$ cat src/rtl/intercpu_sm_ctrl.sv
// Shared semaphore register file with round-robin CPU arbitration, one operation per clock.
// Optional per-CPU test-and-set deadlock detection is enabled by CRAY_SM_DEADLOCK_DET_EN.
module intercpu_sm_ctrl #(
    parameter int N_CPU    = 2,
    parameter int N_CL     = 5,
    parameter int DL_LIMIT = 255
) (
    input  logic                  clk,
    input  logic                  rst,
    input  logic [N_CPU-1:0]      i_req,
    input  logic [3*N_CPU-1:0]    i_cln,
    input  logic [2*N_CPU-1:0]    i_op,
    input  logic [5*N_CPU-1:0]    i_bit,
    input  logic [64*N_CPU-1:0]   i_si,
    output logic [N_CPU-1:0]      o_ack,
    output logic [N_CPU-1:0]      o_tsfail,
    output logic [32*N_CL-1:0]    o_sm,
    output logic [N_CPU-1:0]      o_deadlock
);

    localparam int PW = (N_CPU > 1) ? $clog2(N_CPU) : 1;

    typedef enum logic [1:0] {
        OP_LOAD = 2'b00,
        OP_SET  = 2'b01,
        OP_CLR  = 2'b10,
        OP_TAS  = 2'b11
    } op_t;

    logic [PW-1:0] ptr_q;
    logic [PW-1:0] ptr_d;
    logic [31:0]   sm_q [N_CL];

    logic          gnt_vld;
    logic [PW-1:0] gnt_idx;
    logic [2:0]    sel_cln;
    op_t           sel_op;
    logic [4:0]    sel_bit;
    logic [31:0]   sel_si;
    logic [31:0]   mask;
    logic [31:0]   cur_word;
    logic [31:0]   new_word;
    logic          cl_hit;
    logic          ts_fail;

    logic [32*N_CPU-1:0] unused_si;

    // First requesting CPU at or after the round-robin pointer wins this cycle.
    always_comb begin
        gnt_vld = 1'b0;
        gnt_idx = '0;
        for (int k = 0; k < N_CPU; k++) begin
            if (!gnt_vld && i_req[(int'(ptr_q) + k) % N_CPU]) begin
                gnt_vld = 1'b1;
                gnt_idx = PW'((int'(ptr_q) + k) % N_CPU);
            end
        end
        ptr_d = ptr_q;
        if (gnt_vld) begin
            ptr_d = (int'(gnt_idx) == N_CPU - 1) ? '0 : gnt_idx + 1'b1;
        end
    end

    // Semaphore jk maps to bit 31-jk; invalid cluster numbers select no word.
    always_comb begin
        sel_cln  = i_cln[3*gnt_idx +: 3];
        sel_op   = op_t'(i_op[2*gnt_idx +: 2]);
        sel_bit  = i_bit[5*gnt_idx +: 5];
        sel_si   = i_si[64*gnt_idx + 32 +: 32];
        mask     = 32'h8000_0000 >> sel_bit;
        cur_word = '0;
        cl_hit   = 1'b0;
        for (int k = 0; k < N_CL; k++) begin
            if (sel_cln == 3'(k + 1)) begin
                cur_word = sm_q[k];
                cl_hit   = 1'b1;
            end
        end
        new_word = cur_word;
        ts_fail  = 1'b0;
        case (sel_op)
            OP_LOAD: new_word = sel_si;
            OP_SET:  new_word = cur_word | mask;
            OP_CLR:  new_word = cur_word & ~mask;
            OP_TAS: begin
                new_word = cur_word | mask;
                ts_fail  = cl_hit && ((cur_word & mask) != 32'h0);
            end
            default: new_word = cur_word;
        endcase
    end

    always_ff @(posedge clk or posedge rst) begin
        if (rst) begin
            ptr_q    <= '0;
            o_ack    <= '0;
            o_tsfail <= '0;
            for (int k = 0; k < N_CL; k++) begin
                sm_q[k] <= '0;
            end
        end else begin
            ptr_q    <= ptr_d;
            o_ack    <= '0;
            o_tsfail <= '0;
            if (gnt_vld) begin
                o_ack[gnt_idx]    <= 1'b1;
                o_tsfail[gnt_idx] <= ts_fail;
                for (int k = 0; k < N_CL; k++) begin
                    if (sel_cln == 3'(k + 1)) begin
                        sm_q[k] <= new_word;
                    end
                end
            end
        end
    end

    for (genvar k = 0; k < N_CL; k++) begin : g_sm_out
        assign o_sm[32*k +: 32] = sm_q[k];
    end

    // The low Si half never reaches SM.
    for (genvar c = 0; c < N_CPU; c++) begin : g_si_low
        assign unused_si[32*c +: 32] = i_si[64*c +: 32];
    end

`ifdef CRAY_SM_DEADLOCK_DET_EN
    logic [7:0] dl_cnt_q [N_CPU];
    logic [7:0] cnt_cur;
    logic [7:0] cnt_nxt;

    always_comb begin
        cnt_cur = '0;
        for (int c = 0; c < N_CPU; c++) begin
            if (gnt_idx == PW'(c)) begin
                cnt_cur = dl_cnt_q[c];
            end
        end
        cnt_nxt = (cnt_cur >= 8'(DL_LIMIT)) ? cnt_cur : cnt_cur + 8'd1;
    end

    // Count consecutive failing test-and-sets; any successful ack restarts the count.
    always_ff @(posedge clk or posedge rst) begin
        if (rst) begin
            o_deadlock <= '0;
            for (int c = 0; c < N_CPU; c++) begin
                dl_cnt_q[c] <= '0;
            end
        end else if (gnt_vld) begin
            for (int c = 0; c < N_CPU; c++) begin
                if (gnt_idx == PW'(c)) begin
                    if (ts_fail) begin
                        dl_cnt_q[c]   <= cnt_nxt;
                        o_deadlock[c] <= (cnt_nxt >= 8'(DL_LIMIT));
                    end else begin
                        dl_cnt_q[c]   <= '0;
                        o_deadlock[c] <= 1'b0;
                    end
                end
            end
        end
    end
`else
    logic unused_dl;
    assign unused_dl  = (DL_LIMIT > 0);
    assign o_deadlock = '0;
`endif

endmodule

$ cat config.mk
export PLATFORM = sky130hd
export DESIGN_NAME = intercpu_sm_ctrl
export DESIGN_NICKNAME = d
export VERILOG_FILES = /design/src/rtl/intercpu_sm_ctrl.sv
export SDC_FILE = /design/constraint.sdc
export NUM_CORES = 1
export LEC_CHECK = 0
export ABC_AREA = 0
export BUFFER_PORTS_ARGS = -buffer_cell sky130_fd_sc_hd__buf_4
export CAP_MARGIN = 10
export CORE_MARGIN = 3
export CORE_UTILIZATION = 40
export DETAILED_ROUTE_END_ITERATION = 12
export PLACE_DENSITY = 0.74
export SLEW_MARGIN = 30
export SYNTH_ARGS = -nofsm -noshare
export SYNTH_HDL_FRONTEND = slang
export SYNTH_SLANG_ARGS = --single-unit
$ cat constraint.sdc
create_clock -name clk -period 13.11 [get_ports clk]
set_clock_uncertainty 0.05 [all_clocks]
set_input_delay 0.6555 -clock clk [delete_from_list [all_inputs] [get_ports clk]]
set_output_delay 0.6555 -clock clk [all_outputs]
set_load 0.005 [all_outputs]
==> summary.md, run 1 <==
| Metric | Value |
|---|---|
| Clock Tree Buf Depth | 2 |
| I/O pin total | 318 |
| Slew margin rel. | 33.96% |
| Leading register cell type out of synthesis | dfrtp_1 |
| Worst path required time | 13350 ps |
| Hold Crit Class | in -> async |
| Post-synthesis cell count | 1117 |
| FP Rows | 54 |
| Final Hold Vio Count | 0 |
| Vias in the first global route | 9226 |
| Drt total wl | 36.11 mm |
| Clock transition at path regs | 70 ps |
| Critical path launch point type | flop |
| YS warnings | 0 |
| H-Tree Level Count | 4 |
| Internal Power | 1.369 mW |
| Core Footprint | 0.02216 mm2 |
| Setup TNS | 0 ps |
| Reg2Reg Capture Point | o_sm[104] |
| Flop pwr share | 39.3% |
| Filler cells | 2047 |
| Area Growth Syn to Fin | 29.61% |
| Die height | 157.3 um |
| Leakage Power | 5.401 nW |
| 1st-pass router iterations | 6 |
| Ys async rst share | 100.0% |
| Most common cell after layout, fill and taps aside | buf_4 |
| Initial Util | 41.30% |
| Cell count of the worst reg-to-reg path | 10 |
| Final setup vio count | 0 |
| Yosys cell types | 69 |
| DP HPWL | 25.13 mm |
| Layout cells sized above 1 | 26.33% |
| Fin crit period | 4326 ps |
| Worst Path Max Fanout | 37 |
| Port-buffer cells | 251 |
| Power, Total | 2.125 mW |
| Clk sinks | 165 |
| Total GRT Usage | 28.75% |
| Avg Cell Area, Syn | 8.194 um2 |
| Clock Power Share | 25.6% |
| Commonest cells after routing, fill and taps aside | buf_4, nand2_1, o21ai_0 |
| Die area | 0.02473 mm2 |
| CTS-repair resized insts | 0 |
| P_sw | 0.7566 mW |
| Cell Area, Synth | 0.009153 mm2 |
| DP Cell Count | 1582 |
| Max Clock Freq | 231.2 MHz |
| ANT nets after route | 0 |
| Fin crit share | 33.00% |
| Via/cell ratio | 6.029 |
| Grt ovf | 0 |
| Max-slew violation count | 0 |
| Kind of end point of the critical path | flop |
| Routability Congestion | 0.9105 |
| # hold bufs at CTS | 0 |
| Clock buffer count from CTS | 17 |
| Initial antenna violation count | 1 |
| PwrDens | 179.1 mW/mm2 |
| Seq cells post-synth | 165 |
| Maxcap violations | 0 |
| Root Buffer | clkbuf_16 |
| Number of remaining DRC errors | 0 |
| Die extent in x | 157.3 um |
| Post-synth EDFFs | 0 |
| Reg2reg setup slack | 8780 ps |
| RSZ-0062 raised after global routing | false |
| Post-layout util | 53.53% |
| CTS tree | yes |
| CP Class | reg -> reg |
| Largest net degree at the start of global routing | 88 |
| Gate power share | 35.1% |
| Register area share after synthesis | 45.11% |
| Fin nets | 1473 |
| Reg2Reg Launch Point | ptr_q |
| Final cell count without fillers | 1613 |
| 1st-iter DRT viols | 976 |
| Max VDD drop | 0.09793 mV |
| Antenna fix cells | 0 |
| Net Sw Frac | 35.60% |
| Via Count | 9724 |
| Post-CTS repair timing setup buffer count | 0 |
| Critical Path AT | 4560 ps |
| First-pass GRT wire length | 53.87 mm |
| Slew @ Worst Pin | 983.1 ps |
| Routed length per instance | 22.39 um |
| Clock insertion delay at the later pin of the skew report | 430 ps |
| Outcome | complete, no violations |
==> power by group through the flow <==
| stage | sequential (mW) | clock (mW) | combinational (mW) |
|---|---|---|---|
| 2_1_floorplan | 0.813 | 0 | 0.324 |
| 3_3_place_gp | 0.834 | 0 | 0.724 |
| 3_5_place_dp | 0.838 | 0 | 0.743 |
| 4_1_cts | 0.830 | 0.548 | 0.746 |
| 5_1_grt | 0.858 | 0.569 | 0.821 |
| 6_report | 0.834 | 0.545 | 0.746 |
==> metal layers <==
| metal | vias up | wire [um] | share of wire, % | global-route usage [%] |
|---|---|---|---|---|
| li1 | 4411 | - | - | - |
| met1 | 4606 | 14140 | 39 | 38.05 |
| met2 | 594 | 16480 | 46 | 44.95 |
| met3 | 113 | 3839 | 11 | 6.654 |
| met4 | 0 | 1650 | 4.6 | 13.35 |
| met5 | - | 0 | 0 | 0 |
==> how the worst max path moves through the flow <==
stage             start   endpoint  depth (start not counted)
2_1_floorplan       rst   o_ack[0]                          1
3_3_place_gp   i_req[0]  o_sm[104]                         11
3_5_place_dp   i_req[0]  o_sm[104]                         11
4_1_cts           ptr_q  o_sm[104]                         10
5_1_grt           ptr_q  o_sm[104]                         10
6_report          ptr_q  o_sm[104]                         10
==> worst max-delay path, stage by stage, from the launching register on <==
cell,delay [ps]
dfrtp_1,440
nor2b_4,430
nor3_4,40
buf_4,310
nor2_2,590
buf_4,370
mux2_2,370
a221oi_1,560
o21ai_0,310
a31oi_1,530
o21ai_0,180
==> flip-flops by register name (all words and copies together), names as in the netlist <==
name,count
o_tsfail,2
o_sm,160
ptr_q,1
o_ack,2
==> area by class of cell <==
type / count / area, um2 / area share (%)
clock buffers: 21 / 460.4 / 3.881
clock inverters: 10 / 171.4 / 1.445
inverters: 5 / 23.77 / 0.2004
multi-input cells: 857 / 4659 / 39.28
repair buffers: 275 / 2068 / 17.43
flip-flops and latches: 165 / 4129 / 34.81
well taps: 280 / 350.3 / 2.953
==> cells by family after synthesis <==
logic type,Yosys count,synth area share [%]
AND/OR/NAND/NOR,420,20.51
buffers and inverters,96,4.716
flip-flops,165,45.11
AO/OA/AOI/OAI,407,26.36
other,1,0.04097
multiplexers,28,3.267
==> Yosys cell counts, types with 3 or more instances <==
library cell | instances | area [um2]
o2111ai_1 | 5 | 43.79
buf_6 | 4 | 45.04
and3_1 | 4 | 25.02
a21oi_1 | 109 | 545.5
mux2_2 | 11 | 123.9
a211o_1 | 7 | 61.31
or2_2 | 3 | 18.77
nand3_1 | 66 | 330.3
buf_2 | 18 | 90.09
a211oi_1 | 8 | 60.06
a311oi_1 | 6 | 52.55
nor3_1 | 13 | 65.06
clkbuf_1 | 60 | 225.2
o2bb2ai_1 | 7 | 61.31
nand2b_1 | 13 | 81.33
o31ai_1 | 4 | 30.03
o21ai_1 | 5 | 25.02
inv_1 | 4 | 15.01
a21boi_2 | 3 | 33.78
dfrtp_1 | 165 | 4129
buf_4 | 5 | 37.54
a21o_1 | 3 | 22.52
and2_1 | 12 | 75.07
nor4_1 | 3 | 18.77
o311ai_0 | 5 | 43.79
o21ai_0 | 175 | 875.8
mux2i_1 | 16 | 160.2
a31oi_1 | 22 | 137.6
a21boi_0 | 3 | 22.52
a221oi_1 | 12 | 105.1
nand2_1 | 242 | 908.4
o22a_1 | 6 | 52.55
o211ai_1 | 8 | 60.06
buf_1 | 4 | 15.01
o22ai_1 | 3 | 18.77
nor2_1 | 44 | 165.2
==> through the flow <==
| stage | worst slack, ps | instance area (um2) | hold WS (ps) |
|---|---|---|---|
| 6_report | 8784 | 11860 | 282.6 |
| 5_1_grt | 8687 | 11860 | 366.9 |
| 4_1_cts | 8916 | 11860 | 349.7 |
| 3_5_place_dp | 8528 | 11230 | 442.0 |
| 3_3_place_gp | 8596 | 11230 | 432.6 |
| 2_1_floorplan | 7943 | 9156 | 436.7 |
(Power assumes the default switching activity.)
==> run 2: changes to the inputs <==
--- a/config.mk
+++ b/config.mk
@@ -5,13 +5,13 @@
 export SDC_FILE = /design/constraint.sdc
 export NUM_CORES = 1
 export LEC_CHECK = 0
-export ABC_AREA = 0
+export ABC_AREA = 1
 export BUFFER_PORTS_ARGS = -buffer_cell sky130_fd_sc_hd__buf_4
 export CAP_MARGIN = 10
 export CORE_MARGIN = 3
 export CORE_UTILIZATION = 40
 export DETAILED_ROUTE_END_ITERATION = 12
-export PLACE_DENSITY = 0.74
+export PLACE_DENSITY = 0.77
 export SLEW_MARGIN = 30
 export SYNTH_ARGS = -nofsm -noshare
 export SYNTH_HDL_FRONTEND = slang
==> constraint.sdc (replaced) <==
create_clock -name clk -period 3.8 [get_ports clk]
set_clock_uncertainty 0.05 [all_clocks]
set_input_delay 0.19 -clock clk [delete_from_list [all_inputs] [get_ports clk]]
set_output_delay 0.19 -clock clk [all_outputs]
set_load 0.005 [all_outputs]
==> summary.md, run 2 <==
| Metric | Value |
|---|---|
| Slew @ Worst Pin | 825.4 ps |
| Worst path required time | 4110 ps |
| ANT nets after route | 0 |
| Leading register cell type out of synthesis | dfrtp_1 |
| Clk sinks | 165 |
| Fin crit share | 83.58% |
| CP Class | reg -> reg |
| 1st-iter DRT viols | 934 |
| Total GRT Usage | 26.09% |
| Final Hold Vio Count | 0 |
| H-Tree Level Count | 4 |
| Die area | 0.02476 mm2 |
| Kind of end point of the critical path | flop |
| Core Footprint | 0.02216 mm2 |
| Grt ovf | 0 |
| Final setup vio count | 0 |
| RSZ-0062 raised after global routing | false |
| Synth top cells by count | nand2_1, nor2_1, dfrtp_1, o21ai_0, inv_1 |
| Avg Cell Area, Syn | 7.027 um2 |
| Slowest cell on crit path | buf_4 |
| Slew margin rel. | 44.84% |
| Hold Crit Class | in -> reg |
| Number of remaining DRC errors | 0 |
| Max reg flops | 160 |
| Routability Congestion | 0.8632 |
| Clock Tree Buf Depth | 2 |
| Flop pwr share | 38.4% |
| Worst Path Max Fanout | 35 |
| Max Clock Freq | 314.8 MHz |
| Cell Area, Synth | 0.009164 mm2 |
| First-pass GRT wire length | 49.91 mm |
| Critical path's largest stage delay | 460 ps |
| 1st-pass router iterations | 6 |
| Commonest cells after routing, fill and taps aside | nand2_1, buf_4, nor2_1 |
| Critical path buffer and inverter count | 3 |
| Ys async rst share | 100.0% |
| Layout cells sized above 1 | 22.62% |
| Filler cells | 2069 |
| Post-synth top area share | 45.06% |
| Outcome | complete, no violations |
| CTS-repair resized insts | 0 |
| # hold bufs at CTS | 3 |
| YS warnings | 0 |
| Post-synth EDFFs | 0 |
| Synth top area cells | dfrtp_1, nand2_1, o21ai_0, nor2_1, a31oi_1 |
| Most common cell after layout, fill and taps aside | nand2_1 |
| Reg2reg setup slack | 620 ps |
| Fin crit period | 3176 ps |
| Via/cell ratio | 5.309 |
| Internal Power | 5.033 mW |
| I/O pin total | 318 |
| Critical Path Most Common Cell | nand2_1 |
| Die extent in x | 157.4 um |
| Die height | 157.4 um |
| Maxcap violations | 0 |
| Register area share after synthesis | 45.06% |
| Dpl ws | 672.9 ps |
| Yosys cell types | 28 |
| Clock buffer count from CTS | 17 |
| Root Buffer | clkbuf_16 |
| Critical Path AT | 3490 ps |
| Drt total wl | 32.76 mm |
| Gate power share | 39.2% |
| Initial antenna violation count | 0 |
| Post-synth top area cell | dfrtp_1 |
| Max VDD drop | 0.2915 mV |
| Post-synthesis cell count | 1304 |
| Area Growth Syn to Fin | 32.14% |
| Power, Total | 7.913 mW |
| DP Cell Count | 1789 |
| P_sw | 2.879 mW |
| Via Count | 9705 |
| Port-buffer cells | 251 |
| Net Sw Frac | 36.39% |
| Most common cell in the synthesized netlist | nand2_1 |
| CTS tree | yes |
| Largest net degree at the start of global routing | 69 |
| CP delay by family, top | simple AND/OR/NAND/NOR gates |
| FP Rows | 54 |
| Critical path launch point type | flop |
| Clock insertion delay at the later pin of the skew report | 430 ps |
| Vias in the first global route | 9135 |
| Routed length per instance | 17.92 um |
| Post-CTS repair timing setup buffer count | 0 |
| Fin nets | 1686 |
| Initial Util | 41.35% |
| DP HPWL | 23.15 mm |
| Seq cells post-synth | 165 |
| Critical Path, Cell by Cell | inv_1 > nand2_4 > nand2_4 > buf_4 > nand2_1 > o21ai_2 > inv_1 > nor2_2 > nand3_1 > nor2_1 > nand2_1 > nand2_1 > nor2_1 > nand2_1 > nor2_1 > nand2_1 > nand2_1 > nor2_1 |
| Setup TNS | 0 ps |
| PwrDens | 653.4 mW/mm2 |
| Leakage Power | 6.020 nW |
| Setup ws final | 623.8 ps |
| Final cell count without fillers | 1828 |
| Max-slew violation count | 0 |
| Clock Power Share | 22.3% |
| Clock transition at path regs | 70 ps |
-- run 2: through the flow --
| step | hold slack, ps | util [%] | area, um2 |
|---|---|---|---|
| finish | 162.9 | 54.64 | 12110 |
| global route | 183.6 | 54.63 | 12110 |
| CTS | 152.0 | 54.34 | 12040 |
| detailed placement | 352.3 | 51.51 | 11410 |
| global placement | 338.9 | 51.51 | 11410 |
| floorplan | 300.8 | - | 9171 |
-- run 2: cell families after synthesis --
| group | share of synthesized area, % |
|---|---|
| flops | 45.06 |
| other cells | 0.04092 |
| simple gates | 28.51 |
| mux | 0.8328 |
| compound gates | 17.33 |
| buf+inv | 8.233 |
-- run 2: cell type report --
type	instances	area, um2	share of cell area [%]
Multi-Input combinational cell	962	4344	35.88
Clock inverter	9	118.9	0.9816
Timing Repair Buffer	284	2292	18.93
Antenna cell	1	2.502	0.02067
Sequential cell	165	4129	34.10
Clock buffer	23	478.0	3.947
Inverter	104	394.1	3.255
Tap cell	280	350.3	2.893
-- run 2: power groups by stage --
stage,logic (mW),clock network (mW),registers [mW]
CTS,3.10,1.78,3.03
floorplan,1.31,0,3.01
global placement,3.02,0,3.03
global route,3.44,1.87,3.13
detailed placement,3.08,0,3.06
finish,3.10,1.77,3.04
-- run 2: worst min-delay path, stage by stage --
cell and delay [ps]:
buf_4 100, nand2_1 50, nand2_1 50, nand3_1 120, a31oi_1 90
-- run 2: per-layer routing --
| metal | routed length, um | track usage, % |
|---|---|---|
| met1 | 13860 | 35.18 |
| met2 | 15250 | 41.62 |
| met3 | 2718 | 5.637 |
| met4 | 927 | 9.339 |
| met5 | 0 | 0 |
-- run 2: final timing paths --
check,from,to,cells past startpoint
min in group asynchronous,rst,o_sm[14],3
hold / removal,i_si[57],o_sm[25],5
max in group asynchronous,rst,o_sm[123],4
setup reg to reg,ptr_q,o_tsfail[1],18
hold reg to reg,o_sm[142],o_sm[142],2
setup / recovery,ptr_q,o_tsfail[1],18
